[src/rtl/mem_arbiter0.sv]
// Two-master round-robin arbiter sharing the memory0 port.
// Each access runs grant -> ACCESS (held WAIT_CYCLES extra) -> one-cycle ACK.
module mem_arbiter0 #(
    parameter logic [31:0] MEMSIZE     = 32'h7000,
    parameter int unsigned WAIT_CYCLES = 0
) (
    input  logic        clock,
    input  logic        reset,
    input  logic        m0_req,
    input  logic        m0_rw,
    input  logic [1:0]  m0_size,
    input  logic [31:0] m0_addr,
    input  logic [31:0] m0_wdata,
    output logic        m0_ack,
    output logic        m0_err,
    output logic [31:0] m0_rdata,
    input  logic        m1_req,
    input  logic        m1_rw,
    input  logic [1:0]  m1_size,
    input  logic [31:0] m1_addr,
    input  logic [31:0] m1_wdata,
    output logic        m1_ack,
    output logic        m1_err,
    output logic [31:0] m1_rdata,
    output logic        m_en,
    output logic        m_rw,
    output logic [1:0]  m_size,
    output logic [31:0] abus,
    output logic [31:0] dbus_out,
    input  logic [31:0] dbus_in,
    output logic        owner,
    output logic        busy
);
    typedef enum logic [1:0] {IDLE = 2'd0, ACCESS = 2'd1, ACK = 2'd2} state_t;

    localparam logic [31:0] ADDR_MAX  = MEMSIZE - 32'd4;
    localparam logic [3:0]  WAIT_INIT = 4'(WAIT_CYCLES);

    state_t      state_q, state_d;
    logic        m_en_q, m_en_d;
    logic        m_rw_q, m_rw_d;
    logic [1:0]  m_size_q, m_size_d;
    logic [31:0] abus_q, abus_d;
    logic [31:0] dbus_out_q, dbus_out_d;
    logic        m0_ack_q, m0_ack_d, m0_err_q, m0_err_d;
    logic        m1_ack_q, m1_ack_d, m1_err_q, m1_err_d;
    logic [31:0] m0_rdata_q, m0_rdata_d, m1_rdata_q, m1_rdata_d;
    logic        owner_q, owner_d;
    logic        busy_q, busy_d;
    logic        last_q, last_d;
    logic [3:0]  cnt_q, cnt_d;

    // Winner selection: a lone requester wins; on a tie the master not served last wins.
    logic        win;
    logic        sel_rw;
    logic [1:0]  sel_size;
    logic [31:0] sel_addr;
    logic [31:0] sel_wdata;

    always_comb begin
        win = m1_req;
        if (m0_req && m1_req) begin
            win = ~last_q;
        end
        sel_rw    = win ? m1_rw    : m0_rw;
        sel_size  = win ? m1_size  : m0_size;
        sel_addr  = win ? m1_addr  : m0_addr;
        sel_wdata = win ? m1_wdata : m0_wdata;
    end

    always_comb begin
        state_d    = state_q;
        m_en_d     = m_en_q;
        m_rw_d     = m_rw_q;
        m_size_d   = m_size_q;
        abus_d     = abus_q;
        dbus_out_d = dbus_out_q;
        m0_ack_d   = 1'b0;
        m0_err_d   = 1'b0;
        m1_ack_d   = 1'b0;
        m1_err_d   = 1'b0;
        m0_rdata_d = m0_rdata_q;
        m1_rdata_d = m1_rdata_q;
        owner_d    = owner_q;
        busy_d     = busy_q;
        last_d     = last_q;
        cnt_d      = cnt_q;

        case (state_q)
            IDLE: begin
                if (m0_req || m1_req) begin
                    m_rw_d     = sel_rw;
                    m_size_d   = sel_size;
                    abus_d     = sel_addr;
                    dbus_out_d = sel_wdata;
                    owner_d    = win;
                    last_d     = win;
                    cnt_d      = WAIT_INIT;
                    busy_d     = 1'b1;
                    // Out-of-range requests skip memory entirely and acknowledge with an error.
                    if (sel_addr > ADDR_MAX) begin
                        state_d  = ACK;
                        m_en_d   = 1'b0;
                        m0_ack_d = ~win;
                        m0_err_d = ~win;
                        m1_ack_d = win;
                        m1_err_d = win;
                    end else begin
                        state_d = ACCESS;
                        m_en_d  = 1'b1;
                    end
                end
            end
            ACCESS: begin
                if (cnt_q != 4'd0) begin
                    cnt_d = cnt_q - 4'd1;
                end else begin
                    if (m_rw_q) begin
                        if (owner_q) begin
                            m1_rdata_d = dbus_in;
                        end else begin
                            m0_rdata_d = dbus_in;
                        end
                    end
                    state_d  = ACK;
                    m_en_d   = 1'b0;
                    m0_ack_d = ~owner_q;
                    m1_ack_d = owner_q;
                end
            end
            ACK: begin
                state_d = IDLE;
                busy_d  = 1'b0;
            end
            default: begin
                state_d = IDLE;
                m_en_d  = 1'b0;
                busy_d  = 1'b0;
            end
        endcase
    end

    always_ff @(posedge clock) begin
        if (reset) begin
            state_q    <= IDLE;
            m_en_q     <= 1'b0;
            m_rw_q     <= 1'b1;
            m_size_q   <= 2'b00;
            abus_q     <= 32'd0;
            dbus_out_q <= 32'd0;
            m0_ack_q   <= 1'b0;
            m0_err_q   <= 1'b0;
            m1_ack_q   <= 1'b0;
            m1_err_q   <= 1'b0;
            m0_rdata_q <= 32'd0;
            m1_rdata_q <= 32'd0;
            owner_q    <= 1'b0;
            busy_q     <= 1'b0;
            last_q     <= 1'b1;
            cnt_q      <= 4'd0;
        end else begin
            state_q    <= state_d;
            m_en_q     <= m_en_d;
            m_rw_q     <= m_rw_d;
            m_size_q   <= m_size_d;
            abus_q     <= abus_d;
            dbus_out_q <= dbus_out_d;
            m0_ack_q   <= m0_ack_d;
            m0_err_q   <= m0_err_d;
            m1_ack_q   <= m1_ack_d;
            m1_err_q   <= m1_err_d;
            m0_rdata_q <= m0_rdata_d;
            m1_rdata_q <= m1_rdata_d;
            owner_q    <= owner_d;
            busy_q     <= busy_d;
            last_q     <= last_d;
            cnt_q      <= cnt_d;
        end
    end

    assign m_en     = m_en_q;
    assign m_rw     = m_rw_q;
    assign m_size   = m_size_q;
    assign abus     = abus_q;
    assign dbus_out = dbus_out_q;
    assign m0_ack   = m0_ack_q;
    assign m0_err   = m0_err_q;
    assign m0_rdata = m0_rdata_q;
    assign m1_ack   = m1_ack_q;
    assign m1_err   = m1_err_q;
    assign m1_rdata = m1_rdata_q;
    assign owner    = owner_q;
    assign busy     = busy_q;

endmodule

[config.mk]
export PLATFORM = sky130hd
export DESIGN_NAME = mem_arbiter0
export DESIGN_NICKNAME = d
export VERILOG_FILES = /design/src/rtl/mem_arbiter0.sv
export SDC_FILE = /design/constraint.sdc
export NUM_CORES = 1
export LEC_CHECK = 0
export BUFFER_PORTS_ARGS = -buffer_cell sky130_fd_sc_hd__buf_2
export CORE_MARGIN = 10
export CORE_UTILIZATION = 45
export CTS_CLUSTER_DIAMETER = 50
export DETAILED_ROUTE_END_ITERATION = 10
export PLACE_DENSITY = 0.8
export SYNTH_ARGS = -nofsm -noshare
export SYNTH_HDL_FRONTEND = slang
export SYNTH_SLANG_ARGS = --single-unit
export TNS_END_PERCENT = 100
[constraint.sdc]
create_clock -name clock -period 3.15 [get_ports clock]
set_clock_uncertainty 0.1 [all_clocks]
set_input_delay 0.1575 -clock clock [delete_from_list [all_inputs] [get_ports clock]]
set_output_delay 0.1575 -clock clock [all_outputs]
set_load 0.05 [all_outputs]
; ---- After elaboration in Yosys (flattened, before gate mapping)
; Index checks and enable logic that the tools add are counted.
[totals]
wordCells = 69
ff_bits = 145
out_inout_bits = 138
in_bits = 170
[classes]
order_cmp = 1
n_mux = 26
bitwise = 7
n_reduce_logical = 13
add_sub_neg = 1
n_eq_ne = 5
[op_table]
columns = operator, n
row1 = 32-bit 2-to-1 mux, 2
row2 = 32-bit by 15-bit > comparator with 1-bit output (second input constant), 1
row3 = 1-bit 2-to-1 mux, 12
row4 = 2-bit 2-to-1 mux, 4
row5 = 4-bit 2-to-1 mux, 2
row6 = 4-bit one-hot mux with 2 select lines, 1
row7 = 4-bit AND reduction, 2
row8 = 1-bit inverter, 7
row9 = 2-bit inequality test (second input constant), 3
row10 = 1-bit one-hot mux with 2 select lines, 3
row11 = 2-bit AND reduction, 3
row12 = 3-bit AND reduction, 2
row13 = 2-bit one-hot mux with 2 select lines, 1
row14 = 4-bit nonzero test, 1
row15 = 4-bit by 1-bit subtractor with 4-bit output (second input constant), 1
row16 = 1-bit one-hot mux with 3 select lines, 1
row17 = 2-bit by 1-bit == test with 1-bit output (second input constant), 1
row18 = 2-bit == test (second input constant), 1
row19 = 2-bit logical NOT, 1
row20 = 2-bit nonzero test, 1
row21 = 2-bit OR reduction, 1
row22 = 1-bit logical AND, 1
row23 = 1-bit logical OR, 1

; ---- Logic depth before layout (Yosys ltp)
[logic_depth]
word_depth = 7
depth_mapped = 8
ltp_nobuf = 7

; ---- Worst setup path after synthesis
; OpenSTA, ideal clock, no wires.
[synth_path]
kind = flip-flop to flip-flop
startpoint = register cnt_q[0]
endpoint = register m0_rdata_q[2] (netlist: m0_rdata[2])
period_less_slack_ps = 1888
path_slack_ps = 1262
arrival_ps = 1656
path_buffers = 1
setup_time_ps = 132
path_stages_with_launch = 9
t_required_ps = 2918
path_cell_list = dfxtp_1 inv_1 ha_1 or3b_1 nor3_1 nand2_1 clkbuf_1 nand2_1 a21oi_1
[synth_between]
elab_chain_len = 3
[synth_rtl]
columns = element, line
row1 = "start, declared", 51  ; logic [3:0] cnt_q, cnt_d;
row2 = "start signal, assigned", 177  ; cnt_q <= cnt_d;
row3 = 4-bit nonzero test, 115  ; if (cnt_q != 4'd0) begin
row4 = 1-bit inverter (no source line), --
row5 = 4-bit AND reduction (no source line), --
row6 = "end signal, assigned", 172  ; m0_rdata_q <= m0_rdata_d;
row7 = "end, declared", 47  ; logic [31:0] m0_rdata_q, m0_rdata_d, m1_rdata_q, m1_rdata_d;
; No other way between the ends.
; A chain may end at the register's enable or synchronous reset.

; ---- Final worst setup path
[layout_path]
startpoint = register state_q[1]
endpoint = register dbus_out_q[10] (netlist: dbus_out[10])
[layout_between]
elab_chain_len = 2
[layout_rtl]
columns = element, line
row1 = "start, declared", 39  ; state_t state_q, state_d;
row2 = "start signal, assigned", 162  ; state_q <= state_d;
row3 = 2-bit logical NOT, 89  ; case (state_q)
row4 = 2-bit AND reduction (no source line), --
row5 = "end signal, assigned", 167  ; dbus_out_q <= dbus_out_d;
row6 = "end, declared", 44  ; logic [31:0] dbus_out_q, dbus_out_d;
; No other way between the ends.

==> run_results.csv <==
group,metric,value,unit
cts,clkLatencyLatePin,410,ps
synthesis,yosys_warnings,0,
worst_setup_path,worstPathRequired,3400,ps
sta,period_share,85.3,%
sta,min_period,2690,ps
sta,tightest_slew,896,ps
die,die_area,0.0180,mm2
layout,final_cell_mix,"buf_2, nand2_1, dlygate4sd3_1",
synthesis,postSynthAreaPerCell,8.01,um2
pwr,power_density,535,mW/mm2
drt,wl_per_cell,19.2,um
worst_setup_path,worstPathMaxFanout,71,
synthesis,syn-num-nets,904,
synthesis,synth_mux_area_share,0,%
synthesis,yosysTopAreaCellShare,49.5,%
flow_run,maxCapViolCount,0,
cts,cts_tree,"done",
drt,vias,7521,
worst_setup_path,reg2reg_slack,460,ps
drt,drtIter0Drc,723,
die,die_w,134,um
sta,slew_headroom,40.2,%
layout,drive_gt1_share,30.3,%
synthesis,ys.flop_type,"dfxtp_1",
grt,overflow,0,
worst_setup_path,arrival,2940,ps
worst_setup_path,crit_path_end_kind,"flip-flop",
sta,finalHoldViolCount,0,
synthesis,synthSimpleGateAreaFrac,26.1,%
synthesis,yosys.area_share.adder,0.427,%
placed_design,io_buffers,307,
layout,stdcell_count,1366,
sta,finalSetupTns,0,ps
layout,nFillCells,787,
synthesis,synth_compound_area_share,18.1,%
cts,post_cts_buffers,0,
drt,antenna_violating_nets_post_route,0,
synthesis,synth.cell_area,0.00586,mm2
cts,clockBufferDepth,2,
synthesis,post_synth_xor_area_fraction,0.299,%
cts,clk_pin_slew,60,ps
grt,grt_pass1_vias,7757,
placed_design,place_inst,1167,
layout,area_growth_syn_to_layout,65.7,%
synthesis,synth.distinct_cells,44,
outcome,outcome,"finished, final reports clean",
sta,finalMaxSlewViolations,0,
die,die_h,134,um
placed_design,dpl.hpwl,15.4,mm
sta,fmax,372,MHz
cts,cts_buffers,17,
die,num_rows,41,
worst_hold_path,hp-class,"in -> reg",
die,initial_core_util,46.3,%
layout,final_common_cell,"buf_2",
grt,grt_max_degree,82,
drt,viasPerCell,5.51,
worst_setup_path,crit_path_start_kind,"flip-flop",
placed_design,place_congestion,0.834,
drt,wirelength,26.2,mm
synthesis,syn-instance-count,732,
sta,rsz0062_at_grt,"no",
cts,htreeDepth,4,
drt,drtPass1Iterations,7,
synthesis,synth_area_leaders,"dfxtp_1, nand2_1, a311oi_1",
synthesis,synth_edf_count,0,
layout,num-nets-final,1352,
pwr,power_leakage,4.54,nW
grt,grt_first_pass_wirelength,40.6,mm
cts,clock-sinks,145,
die,ios,308,
sta,setup_viol,0,
synthesis,async_flop_share,0,%
synthesis,ys_ff_latch,145,
cts,clockRootBuffer,"clkbuf_16",
synthesis,yosys.area.top_type,"dfxtp_1",
pwr,peakVddDrop,0.000319,V
synthesis,synth_seq_area_share,49.5,%
worst_setup_path,worst-setup-path-type,"reg -> reg",
grt,grt.total_usage,27.8,%
synthesis,synth_top_family_by_area,"simple AND/OR/NAND/NOR gates",
grt,antenna_found_initial,1,
die,core,0.0127,mm2
drt,drc,0,
## power by group
group	total [mW]	internal [mW]	switching [mW]
logic	1.13	0.425	0.703
clock network	2.08	1.26	0.822
registers	1.99	1.93	0.0605
total	5.20	3.61	1.59
## worst max-delay path: stages (launching register included)
cell and delay [ps]:
dfxtp_1 370, or2_2 350, nor2_4 150, buf_4 570, nor2_1 90, a311oi_1 350
dlygate4sd3_1 620
## through the flow
step	utilization, %	power, mW	instance area [um2]	hold WS [ps]	setup WS [ps]
6_report	76.7	5.20	9710	67.0	463
5_1_grt	76.7	5.36	9710	94.8	369
4_1_cts	76.6	5.16	9710	45.0	576
3_5_place_dp	58.7	2.89	7440	269	1160
3_3_place_gp	58.7	2.88	7440	265	1190
2_1_floorplan	-	2.61	5860	177	1260
## kinds of logic after synthesis
logic type / after synthesis
and+or+nand+nor: 364
AOI/OAI and AO/OA: 150
DFF: 145
buffers and inverters: 69
xor gates and xnor gates: 2
adders and majority gates: 2
## sequential cells by signal (all words and copies together) (netlist names)
| register | flops |
|---|---|
| owner | 1 |
| dbus_out | 32 |
| last_q | 1 |
| m0_ack | 1 |
| m0_err | 1 |
| m0_rdata | 32 |
| state_q | 2 |
| m_size | 2 |
| m1_ack | 1 |
| m1_err | 1 |
| m1_rdata | 32 |
| m_en | 1 |
| abus | 32 |
| busy | 1 |
| cnt_q | 4 |
| m_rw | 1 |
## path summary, 6_finish.rpt
kind	from	endpoint	cells past startpoint
worst max-delay path	state_q[1]$_SDFFE_PP0P_	dbus_out[10]$_SDFFE_PP0P_	6
worst min-delay path	m0_req	last_q$_SDFFE_PP1P_	3
worst max register to register	state_q[1]$_SDFFE_PP0P_	dbus_out[10]$_SDFFE_PP0P_	6
worst min register to register	m0_rdata[3]$_SDFFE_PP0P_	m0_rdata[3]$_SDFFE_PP0P_	2
## Yosys cell counts (all sizes together) (2+ instances only)
cell type	number
nand2	251
dfxtp	145
nor2	68
a21oi	66
a311oi	57
clkbuf	30
buf	26
inv	13
nor4	10
a222oi	9
nand4	7
nor3	7
a31oi	4
nand4b	3
o21ai	3
or4	3
and2	2
and4b	2
ha	2
nand2b	2
nand3	2
o22ai	2
o2bb2ai	2
or2	2
xor2	2
## final cells by class
class / instances / area [um2] / area share [%]
repair buffers: 485 / 3290 / 33.9
clock inverters: 15 / 184 / 1.89
flip-flops and latches: 145 / 2900 / 29.9
well taps: 172 / 215 / 2.22
inverters: 13 / 48.8 / 0.502
multi-input cells: 518 / 2640 / 27.2
clock buffers: 17 / 425 / 4.38
diodes: 1 / 2.50 / 0.0258
## metal layers
layer	global-route usage [%]	up-vias	part of all wire, %
met4	14.9	0	4.6
li1	-	3429	-
met1	28.5	3409	34
met2	48.0	574	49
met3	10.6	109	12
met5	0	-	0
## timing repair
item                                    4_1_cts  5_1_grt
endpoints found under the setup margin        0        0
hold endpoints to repair                    131        0
hold buffers                                166        0
gates resized for setup                       0        0
Power figures use the tool's default switching activity.
